==> src/rtl/fpu_pkg.sv <==
// Shared FPU definitions: rounding-mode encodings, fflags bit positions,
// the single-precision exponent bias and the converter state encoding.
package fpu_pkg;

    localparam logic [2:0] RM_RNE = 3'b000;
    localparam logic [2:0] RM_RTZ = 3'b001;
    localparam logic [2:0] RM_RDN = 3'b010;
    localparam logic [2:0] RM_RUP = 3'b011;
    localparam logic [2:0] RM_RMM = 3'b100;

    localparam int FLAG_NV = 4;
    localparam int FLAG_DZ = 3;
    localparam int FLAG_OF = 2;
    localparam int FLAG_UF = 1;
    localparam int FLAG_NX = 0;

    localparam logic [7:0] FP32_BIAS = 8'd127;

    typedef enum logic [2:0] {
        GET_A,
        SPECIAL,
        NORMALISE,
        ROUND,
        PUT_Z
    } state_t;

    // Increment decision for a truncated mantissa, given guard/round/sticky.
    // Reserved encodings fall back to round-to-nearest-even.
    function automatic logic round_up(
        input logic [2:0] mode,
        input logic       sign,
        input logic       lsb,
        input logic       guard,
        input logic       round_bit,
        input logic       sticky
    );
        logic inexact;
        inexact = guard | round_bit | sticky;
        case (mode)
            RM_RTZ:  round_up = 1'b0;
            RM_RDN:  round_up = sign & inexact;
            RM_RUP:  round_up = ~sign & inexact;
            RM_RMM:  round_up = guard;
            default: round_up = guard & (round_bit | sticky | lsb);
        endcase
    endfunction

endpackage

==> src/rtl/int_to_float_lzc32.sv <==
// Combinational 32-bit leading-zero counter; an all-zero input reports 32.
// Used by int_to_float only when INT_TO_FLOAT_FAST_NORM_EN is defined.
module lzc32 (
    input  logic [31:0] value,
    output logic [5:0]  count
);

    always_comb begin
        count = 6'd32;
        // Scanning upward lets the most significant set bit win.
        for (int i = 0; i < 32; i++) begin
            if (value[i]) count = 6'(31 - i);
        end
    end

endmodule

==> src/rtl/int_to_float.sv <==
// Sequential int32/uint32 -> IEEE-754 single converter with RISC-V rounding.
// Define INT_TO_FLOAT_FAST_NORM_EN to normalise in one cycle via lzc32.
module int_to_float
    import fpu_pkg::*;
(
    input  logic        clk,
    input  logic        rst,
    input  logic [31:0] input_a,
    input  logic        input_unsigned,
    input  logic [2:0]  rm,
    input  logic        input_a_stb,
    output logic        input_a_ack,
    output logic [31:0] output_z,
    output logic        output_z_stb,
    input  logic        output_z_ack,
    output logic [4:0]  flag
);

    state_t      state;
    logic [31:0] a;
    logic [2:0]  rm_q;
    logic        is_unsigned;
    logic        sign;
    logic [31:0] m;
    logic [7:0]  e;

    logic        operand_sign;
    logic [31:0] operand_mag;

    logic        guard;
    logic        round_bit;
    logic        sticky;
    logic        increment;
    logic [23:0] frac_inc;
    logic [7:0]  exp_unbiased;
    logic [31:0] result;
    logic [4:0]  flag_next;

    assign input_a_ack  = (state == GET_A) && !rst;
    assign output_z_stb = (state == PUT_Z);

    // Two's-complement negate leaves 0x80000000 unchanged, which is exactly
    // the magnitude of INT_MIN when read as unsigned.
    assign operand_sign = !is_unsigned && a[31];
    assign operand_mag  = operand_sign ? (~a + 32'd1) : a;

`ifdef INT_TO_FLOAT_FAST_NORM_EN
    logic [5:0] lz;

    lzc32 u_lzc (
        .value (m),
        .count (lz)
    );
`endif

    // NOTE: every always_comb output gets a default first so no path can
    // leave it unassigned and infer a latch.
    always_comb begin
        guard     = m[7];
        round_bit = m[6];
        sticky    = |m[5:0];
        increment = round_up(rm_q, sign, m[8], guard, round_bit, sticky);
        // The leading one is implicit, so a carry out of the 23-bit fraction
        // is the 24-bit mantissa overflow that bumps the exponent.
        frac_inc     = {1'b0, m[30:8]} + {23'd0, increment};
        exp_unbiased = e + {7'd0, frac_inc[23]};
        result       = {sign, exp_unbiased + FP32_BIAS, frac_inc[22:0]};
        flag_next          = '0;
        flag_next[FLAG_NX] = guard | round_bit | sticky;
    end

    // NOTE: sequential state uses non-blocking assignments only, so every
    // register samples the pre-edge values regardless of statement order.
    // The operand/datapath registers are not reset: each is written before
    // it is read in every conversion.
    always_ff @(posedge clk) begin
        if (rst) begin
            state    <= GET_A;
            output_z <= '0;
            flag     <= '0;
        end else begin
            case (state)
                GET_A: begin
                    if (input_a_stb) begin
                        a           <= input_a;
                        rm_q        <= rm;
                        is_unsigned <= input_unsigned;
                        state       <= SPECIAL;
                    end
                end

                SPECIAL: begin
                    sign <= operand_sign;
                    m    <= operand_mag;
                    e    <= 8'd31;
                    if (operand_mag == '0) begin
                        output_z <= '0;
                        flag     <= '0;
                        state    <= PUT_Z;
                    end else begin
                        state <= NORMALISE;
                    end
                end

                NORMALISE: begin
`ifdef INT_TO_FLOAT_FAST_NORM_EN
                    // m is nonzero here, so lz never exceeds 31.
                    m     <= m << lz;
                    e     <= e - {2'b00, lz};
                    state <= ROUND;
`else
                    if (!m[31]) begin
                        m <= m << 1;
                        e <= e - 8'd1;
                    end else begin
                        state <= ROUND;
                    end
`endif
                end

                ROUND: begin
                    output_z <= result;
                    flag     <= flag_next;
                    state    <= PUT_Z;
                end

                PUT_Z: begin
                    if (output_z_ack) state <= GET_A;
                end

                default: state <= GET_A;
            endcase
        end
    end

endmodule

==> config.mk <==
export PLATFORM = sky130hd
export DESIGN_NAME = int_to_float
export DESIGN_NICKNAME = d
export VERILOG_FILES = /design/src/rtl/fpu_pkg.sv /design/src/rtl/int_to_float_lzc32.sv /design/src/rtl/int_to_float.sv
export SDC_FILE = /design/constraint.sdc
export NUM_CORES = 1
export LEC_CHECK = 0
export ABC_CLOCK_PERIOD_IN_PS = 7300
export CAP_MARGIN = 25
export CORE_MARGIN = 1
export CORE_UTILIZATION = 50
export CTS_BUF_LIST = sky130_fd_sc_hd__clkbuf_8
export CTS_CLUSTER_SIZE = 14
export DETAILED_ROUTE_END_ITERATION = 8
export PLACE_DENSITY = 0.73
export SYNTH_ARGS = -nofsm -noshare
export SYNTH_HDL_FRONTEND = slang
export SYNTH_SLANG_ARGS = --single-unit
export TNS_END_PERCENT = 100
==> constraint.sdc <==
create_clock -name clk -period 7.3 [get_ports clk]
set_input_delay 1.46 -clock clk [delete_from_list [all_inputs] [get_ports clk]]
set_output_delay 1.46 -clock clk [all_outputs]
set_load 0.01 [all_outputs]
Word-level counts from Yosys, hierarchy flattened --
Cells that the tools add are included.
Storage, ports and cells: register bits after elaboration 117, input port bits 40, output and inout bits 39
Cells by class: add/subtract/negate cells 5, equal/unequal tests 13, multiplexer cells 15, bitwise gates (word level) 10, reduce and logical (&&, ||, !) cells 15
Operators by type and width (number):
- $pmux 32 s2 | 2
- $mux 32 | 3
- $add 32x1->32 const B | 1
- $logic_not 32->1 | 1
- $not 32->32 | 1
- $add 23x1->24 | 1
- $pmux 8 s2 | 1
- $pmux 3 s5 | 1
- $eq 3x2->1 const B | 4
- $mux 3 | 4
- $pmux 5 s2 | 1
- $reduce_and 3->1 | 3
- $add 8x1->8 | 1
- $add 8x7->8 const B | 1
- $mux 8 | 1
- $ne 2x2->1 const B | 4
- $sub 8x1->8 const B | 1
- $eq 3x1->1 const B | 2
- $eq 3x3->1 const B | 2
- $reduce_and 2->1 | 3
- $reduce_or 6->1 | 1
- $mux 5 | 1
- $or 1x1->1 | 4
- $pmux 1 s4 | 1
- 7 further kinds | 13

Depth between registers and ports, before layout --
Gate-level depths: netlist (run 1).
depth in word-level cells 9, depth in mapped cells 17, gate-level depth less buffers 17

Worst setup path after synthesis (run 1) --
No wires, ideal clock.
path type input to register, start input port rst, end register e[0] (enable), library setup time 0.495 ns, data arrival time 4.761 ns, data required time 6.805 ns, setup slack 2.044 ns, stages on the path 3, path through clkbuf_1 -> nor3_1 -> a21boi_0
On the way: cells in the longest elaborated chain, start to end 2
Ends and longest elaborated chain:
- start: declaration | line int_to_float.sv:7 | input logic rst,
- $not 1->1 (no source line)
- $reduce_and 3->1 (no source line)
- end signal: assignment | line int_to_float.sv:114 | e <= e - 8'd1;
- end: declaration | line int_to_float.sv:25 | logic [7:0] e;
No other way between the ends. A chain may end at the register's enable or synchronous reset.

Worst setup path in the final report (run 1) --
start input port rst, end output port input_a_ack
On the way: cells in the longest elaborated chain, start to end 2
Ends and longest elaborated chain:
- $logic_not 1->1 | line int_to_float.sv:39 | assign input_a_ack = (state == GET_A) && !rst;
- $logic_and 1x1->1 | line int_to_float.sv:39
- end: declaration | line int_to_float.sv:12 | output logic input_a_ack,
No other way between the ends.

==> results of run 1 <==
[critical path: cells and delay by family]
kind | cells | cell delay, ns
buffers and inverters | 2 | 1.20
and+or+nand+nor | 1 | 0.35
[flip-flops by register name, summed over array words and instances (netlist names)]
| name | cells |
|---|---|
| e | 8 |
| a | 32 |
| sign | 1 |
| flag | 1 |
| state | 3 |
| is_unsigned | 1 |
| rm_q | 3 |
| output_z | 32 |
| m | 32 |
[report_power, final]
part	switching [mW]	total (mW)	internal (mW)
logic	0.109	0.216	0.107
clock network	0.253	0.538	0.285
registers	0.0512	0.793	0.742
[synthesized netlist by cell type (all sizes together), types with 21 or more instances]
library cell  count
nor4             23
clkbuf           35
nor2             41
nand3b           29
xnor2            37
xor2             25
nor3             21
o21ai            72
a22oi            29
edfxtp           77
dfxtp            36
nand3            21
nand2            55
[logic make-up after synthesis]
group / after synthesis / synth area share, %
simple gates: 249 / 21.7
compound gates: 153 / 16.3
flops: 113 / 46.9
buf+inv: 63 / 4.59
xor+xnor: 62 / 8.40
fa+ha+maj: 6 / 1.16
mux: 5 / 0.813
other cells: 1 / 0.0580
[worst min-delay path by stage]
stage	startpoint	endpoint
after floorplan	output_z[31]$_SDFFE_PP0P_	output_z[31]$_SDFFE_PP0P_
after global placement	output_z[22]$_SDFFE_PP0P_	output_z[22]$_SDFFE_PP0P_
after detailed placement	output_z[31]$_SDFFE_PP0P_	output_z[31]$_SDFFE_PP0P_
after CTS	output_z[3]$_SDFFE_PP0P_	output_z[3]$_SDFFE_PP0P_
after global routing	output_z[2]$_SDFFE_PP0P_	output_z[2]$_SDFFE_PP0P_
final	output_z[3]$_SDFFE_PP0P_	output_z[3]$_SDFFE_PP0P_
[per-layer routing]
metal	up-vias	GRT usage [%]
li1	2531	-
met1	2424	32.6
met2	206	35.8
met3	24	4.60
met4	0	10.9
met5	-	0
[layout make-up]
class	count	share of cell area (%)
clock inverter	11	0.983
sequential	113	39.7
clock buffer	20	3.60
tap	172	2.82
inverter	14	0.688
timing repair buffer	82	10.7
multi-input combinational	479	41.4
==> results.md, run 1 <==
- Initial antenna violation count: 0
- Mean post-synth cell area: 9.91 sq um
- Leading cell type in the layout, fill and taps excluded: edfxtp_1
- Critical Path Fanout Max: 9
- Seq/Total Area, Yosys: 46.9%
- Yosys warnings: 0
- Crit path to: input_a_ack
- Final layout net count: 753
- Worst-Margin Slew: 0.904 ns
- Share of post-route cells with drive strength above 1: 11.3%
- Hold Crit Class: reg2reg
- Outcome: finished, final reports clean
- Mapped Area: 6460 sq um
- Pwr dens: 203 nW/um^2
- WHS: 0.473 ns
- Setup repair bufs after CTS: 0
- Slew HR: 39.7%
- PnR Total Power: 1.55 mW
- Post-layout util: 60.5%
- GRT overflow: 0
- Period Utilization, post-route: 61.3%
- Routed wl met3: 906 microns
- DP HPWL: 10.3 mm
- Dpl cells: 859
- Critical path's slowest cell: clkdlybuf4s50_1
- Crit path top cell by count: clkdlybuf4s50_1
- Top sig layer: met4
- Top cell type's share of synthesized area: 35.8%
- Yosys cell types: 63
- Leading post-synthesis cells by cell area: edfxtp_1 36%, dfxtp_1 11%, xnor2_1 5.0%, o21ai_2 4.1%, xor2_1 3.4%
- Maximum VDD drop: 0.0000898 V
- Total Wirelength: 14.7 mm
- R2r setup slk: 3.64 ns
- Synth area leader: edfxtp_1
- Area post-placement: 7270 sq um
- # hold bufs at CTS: 0
- Setup TNS Final: 0 ns
- Vias: 5,185
- EDFF count, synth: 77
- Achievable Freq: 224 MHz
- TritonCTS Buffers: 17
- Die area: 13,400 sq um
- CP Capture Type: output port
- Syn Inst Count: 652
- Multi-input gate area: 3170 sq um
- CP cell instances: clkdlybuf4s50_1 > nor4_1 > clkdlybuf4s50_1
- Worst slack, placed: 2.85 ns
- CP arrival: 3.01 ns
- Later-pin clock latency in the skew report: 0.45 ns
- Pleak: 2.53 nW
- ANT cells: 0
- DRC viols: 0
- GR Util All Layers: 23.6%
- Layout area overhead: 18.2%
- Worst-path clk slew: 0.07 ns
- Source of the worst register-to-register timing path: a[3]$_DFFE_PP_
- First-pass GRT wire length: 24.4 mm
- Vias per cell: 5.82
- Port Buffers: 74
- Critical Path RT: 5.84 ns
- Crit path time final: 4.47 ns
- # fillers: 1,117
- Async SR Flop Fraction: 0%
- R2R cell count: 8
- DR iter-0 viols: 564
- CP peak stage delay: 0.61 ns
- Met2 Routed Length: 6.58 mm
- Setup crit start: rst
- Ports: 79
- Hold Crit Depth: 2
- Crit start category: input port
- H-Tree Depth: 4
- Gates resized, CTS repair: 0
- Finished Layout Cells: 891
- Final GP Congestion: 0.901
- RSZ-0062 raised after global routing: no
- Slew Viols, Final: 0
- Final ANT Viol Nets: 0
- Cell row count: 41
- Met1 WL: 6.87 mm
- Die H: 116 microns
- Clk_skew: 0.00918 ns
- Critical R2R Capture: output_z[31]$_SDFFE_PP0P_
- Synthesized flop and latch total: 113
- CP Class: in2out
- Vias in the first global route: 4,870
- Drt wl/cell: 16.5 microns
- Detailed Routing Iterations Pass 1: 5
- Initial core utilization: 51.2%
- Top FF cell, synth: edfxtp_1
- TritonCTS clock tree: built
- Commonest cells after routing, fill and taps aside: 77 x edfxtp_1, 74 x clkdlybuf4s50_1, 55 x nand2_1, 39 x nor2_1, 38 x o21ai_0
- Clock Root Buffer: clkbuf_8
- Final worst slack: 2.83 ns
- Max-cap violations: 0
- Clock sink count: 113
- Final hold vios: 0
- Die X: 116 microns
- Clock buffer depth: 2
- Core area: 12,600 sq um
- Sequential Area: 3030 sq um
- Final Instance Area: 7640 sq um
- Setup Viol. Count Final: 0
- Largest net degree at the start of global routing: 68
(Power assumes the default switching activity.)
==> run 2: changes to the inputs <==
- ABC_CLOCK_PERIOD_IN_PS: 7300 -> 4600
- clock period: 7.3 -> 4.6 ns (I/O delays scaled with it)
==> run 2 against run 1 <==
Cell count up 0.11%; setup slack worse by 1.9 ns; non-clock buffer count is the same; final area rose by 1.1%; die area unchanged; global-route usage grew 0.27 points; power up 70%; first-iteration DRC count shrank 11%; via count rose by 0.58%; register-to-register slack got worse by 2.7 ns; worst hold slack worse by 0.0037 ns; clock power increased by 91%.
==> results.md, run 2 (synthesis gave the netlist of run 1 again) <==
- Setup Viol. Count Final: 0 (unchanged)
- Clock sink count: 113 (unchanged)
- Leading cell type in the layout, fill and taps excluded: edfxtp_1 (unchanged)
- Ports: 79 (unchanged)
- Worst-path clk slew: 0.07 ns (about the same)
- Clock buffer depth: 2 (unchanged)
- Setup TNS Final: 0 ns (unchanged)
- Slew Viols, Final: 0 (unchanged)
- Cell Int Power: 1.97 mW (was 1.13 mW)
- DP HPWL: 10.5 mm (was 10.3 mm)
- # fillers: 1,091 (was 1,117)
- First-pass GRT wire length: 24.6 mm (was 24.4 mm)
- Total Wirelength: 14.9 mm (was 14.7 mm)
- Pleak: 2.56 nW (was 2.53 nW)
- Hold Crit Class: reg2reg (unchanged)
- Crit path to: output_z[22]$_SDFFE_PP0P_ (was input_a_ack)
- Core area: 12,600 sq um (unchanged)
- Seq pwr share: 47.8% (was 51.3%)
- Port Buffers: 74 (unchanged)
- Die X: 116 microns (unchanged)
- Multi-input gate area: 3170 sq um (unchanged)
- Crit path time final: 3.65 ns
- Later-pin clock latency in the skew report: 0.44 ns (was 0.45 ns)
- Detailed Routing Iterations Pass 1: 6 (was 5)
- Final hold vios: 0 (unchanged)
- CP Class: reg2reg (was in2out)
- CP Capture Type: register (was output port)
- GRT overflow: 0 (unchanged)
- Sw Share: 25.1% (was 26.7%)
- RSZ-0062 raised after global routing: no (unchanged)
- TritonCTS clock tree: built (unchanged)
- Worst-Margin Slew: 0.892 ns (was 0.904 ns)
- Power share of the clock group: 39.1% (was 34.8%)
- CP arrival: 3.96 ns (was 3.01 ns)
- Vias per cell: 5.85 (was 5.82)
- Largest net degree at the start of global routing: 68 (unchanged)
- Worst slack, placed: 0.970 ns (was 2.85 ns)
- Gates resized, CTS repair: 0 (unchanged)
- Vias: 5,215 (was 5,185)
- Clk_skew: 0.00863 ns (was 0.00918 ns)
- TritonCTS Buffers: 17 (unchanged)
- Setup crit start: a[3]$_DFFE_PP_ (was rst)
- ANT cells: 0 (unchanged)
- Vias in the first global route: 4,896 (was 4,870)
- Crit path top cell by count: nor4_4 (was clkdlybuf4s50_1)
- Outcome: finished, final reports clean (unchanged)
- Layout area overhead: 19.6% (was 18.2%)
- Drt wl/cell: 16.7 microns (was 16.5 microns)
- Critical path's slowest cell: nor4_4 (was clkdlybuf4s50_1)
- Final worst slack: 0.946 ns (was 2.83 ns)
- Cell row count: 41 (unchanged)
- Critical Path Fanout Max: 35 (was 9)
- Crit start category: register (was input port)
- Met2 Routed Length: 6.87 mm (was 6.58 mm)
- Top sig layer: met4 (unchanged)
- Sequential Area: 3030 sq um (unchanged)
- Achievable Freq: 274 MHz
- NetSw: 661 uW (was 414 uW)
- DR iter-0 viols: 504 (was 564)
- Max-cap violations: 0 (unchanged)
- Final ANT Viol Nets: 0 (unchanged)
- R2R cell count: 8 (unchanged)
- Critical Path RT: 4.91 ns (was 5.84 ns)
- # hold bufs at CTS: 0 (unchanged)
- GR Util All Layers: 23.9% (was 23.6%)
- Share of post-route cells with drive strength above 1: 11.8% (was 11.3%)
- Initial core utilization: 51.2% (unchanged)
- CP peak stage delay: 0.61 ns (about the same)
- Critical R2R Capture: output_z[22]$_SDFFE_PP0P_ (was output_z[31]$_SDFFE_PP0P_)
- Clock Root Buffer: clkbuf_8 (unchanged)
- Slew HR: 40.5% (was 39.7%)
- Period Utilization, post-route: 79.4%
- Commonest cells after routing, fill and taps aside: 77 x edfxtp_1, 74 x clkdlybuf4s50_1, 55 x nand2_1, 39 x nor2_1, 38 x o21ai_0 (unchanged)
- CP cell instances: or3_1 > nor4_4 > a311oi_1 > nor4_1 > nand4_1 > nor4_4 > buf_4 > o21ai_1 (was clkdlybuf4s50_1 > nor4_1 > clkdlybuf4s50_1)
- Top Registers: a (32), m (32), output_z (32) (unchanged)
- Met1 WL: 6.89 mm (was 6.87 mm)
- Final GP Congestion: 0.950 (was 0.901)
- H-Tree Depth: 4 (unchanged)
- R2r setup slk: 0.95 ns (was 3.64 ns)
- Routed wl met3: 816 microns (was 906 microns)
- Pwr dens: 341 nW/um^2 (was 203 nW/um^2)
- Comb power frac: 13.1% (was 14.0%)
- Maximum VDD drop: 0.000165 V (was 0.0000898 V)
- Die H: 116 microns (unchanged)
- Source of the worst register-to-register timing path: a[3]$_DFFE_PP_ (unchanged)
- Setup repair bufs after CTS: 0 (unchanged)
- Die area: 13,400 sq um (unchanged)
- Final layout net count: 753 (unchanged)
- DRC viols: 0 (unchanged)
- Initial antenna violation count: 0 (unchanged)
run 2: power groups by stage:
stage / registers (mW) / logic, mW / clock network (mW)
3_5_place_dp: 1.28 / 0.341 / 0
4_1_cts: 1.26 / 0.342 / 1.06
2_1_floorplan: 1.26 / 0.210 / 0
5_1_grt: 1.27 / 0.380 / 1.10
6_report: 1.26 / 0.345 / 1.03
3_3_place_gp: 1.27 / 0.329 / 0
run 2: how the worst min path moves through the flow:
stage                         startpoint                   endpoint  slack [ns]  cells after the start
3_3_place_gp   output_z[22]$_SDFFE_PP0P_  output_z[22]$_SDFFE_PP0P_        0.45                      2
3_5_place_dp   output_z[22]$_SDFFE_PP0P_  output_z[22]$_SDFFE_PP0P_        0.46                      2
4_1_cts        output_z[22]$_SDFFE_PP0P_  output_z[22]$_SDFFE_PP0P_        0.47                      2
5_1_grt        output_z[18]$_SDFFE_PP0P_  output_z[18]$_SDFFE_PP0P_        0.48                      2
2_1_floorplan  output_z[31]$_SDFFE_PP0P_  output_z[31]$_SDFFE_PP0P_        0.48                      2
6_report       output_z[22]$_SDFFE_PP0P_  output_z[22]$_SDFFE_PP0P_        0.47                      2
run 2: cell type report:
| class | count | area share, % |
|---|---|---|
| Tap cell | 172 | 2.79 |
| Sequential cell | 113 | 39.3 |
| Timing Repair Buffer | 82 | 10.6 |
| Clock buffer | 20 | 3.56 |
| Inverter | 14 | 0.680 |
| Clock inverter | 12 | 2.11 |
| Multi-Input combinational cell | 479 | 41.0 |
run 2: per-stage QoR:
stage / hold slack [ns] / cells / total power, mW / cell area [sq um] / utilization, %
finish: 0.470 / 892 / 2.63 / 7720 / 61.2
global route: 0.483 / 892 / 2.75 / 7720 / 61.2
CTS: 0.474 / 891 / 2.66 / 7700 / 61.1
detailed placement: 0.465 / 859 / 1.62 / 7270 / 57.6
global placement: 0.454 / 858 / 1.60 / 7250 / 57.5
floorplan: 0.484 / 655 / 1.47 / 6470 / -
run 2: critical path: cells and delay by family (launching register included):
kind,cells,cell delay [ns]
AOI/OAI and AO/OA,2,0.37
and+or+nand+nor,5,2.12
buffers and inverters,1,0.53
DFF,1,0.49
run 2: routing by layer:
layer  global-route usage [%]  vias up
met5                        0        -
met4                     9.74        0
met3                     4.50       34
met2                     37.4      211
met1                     32.7     2428
li1                         -     2542
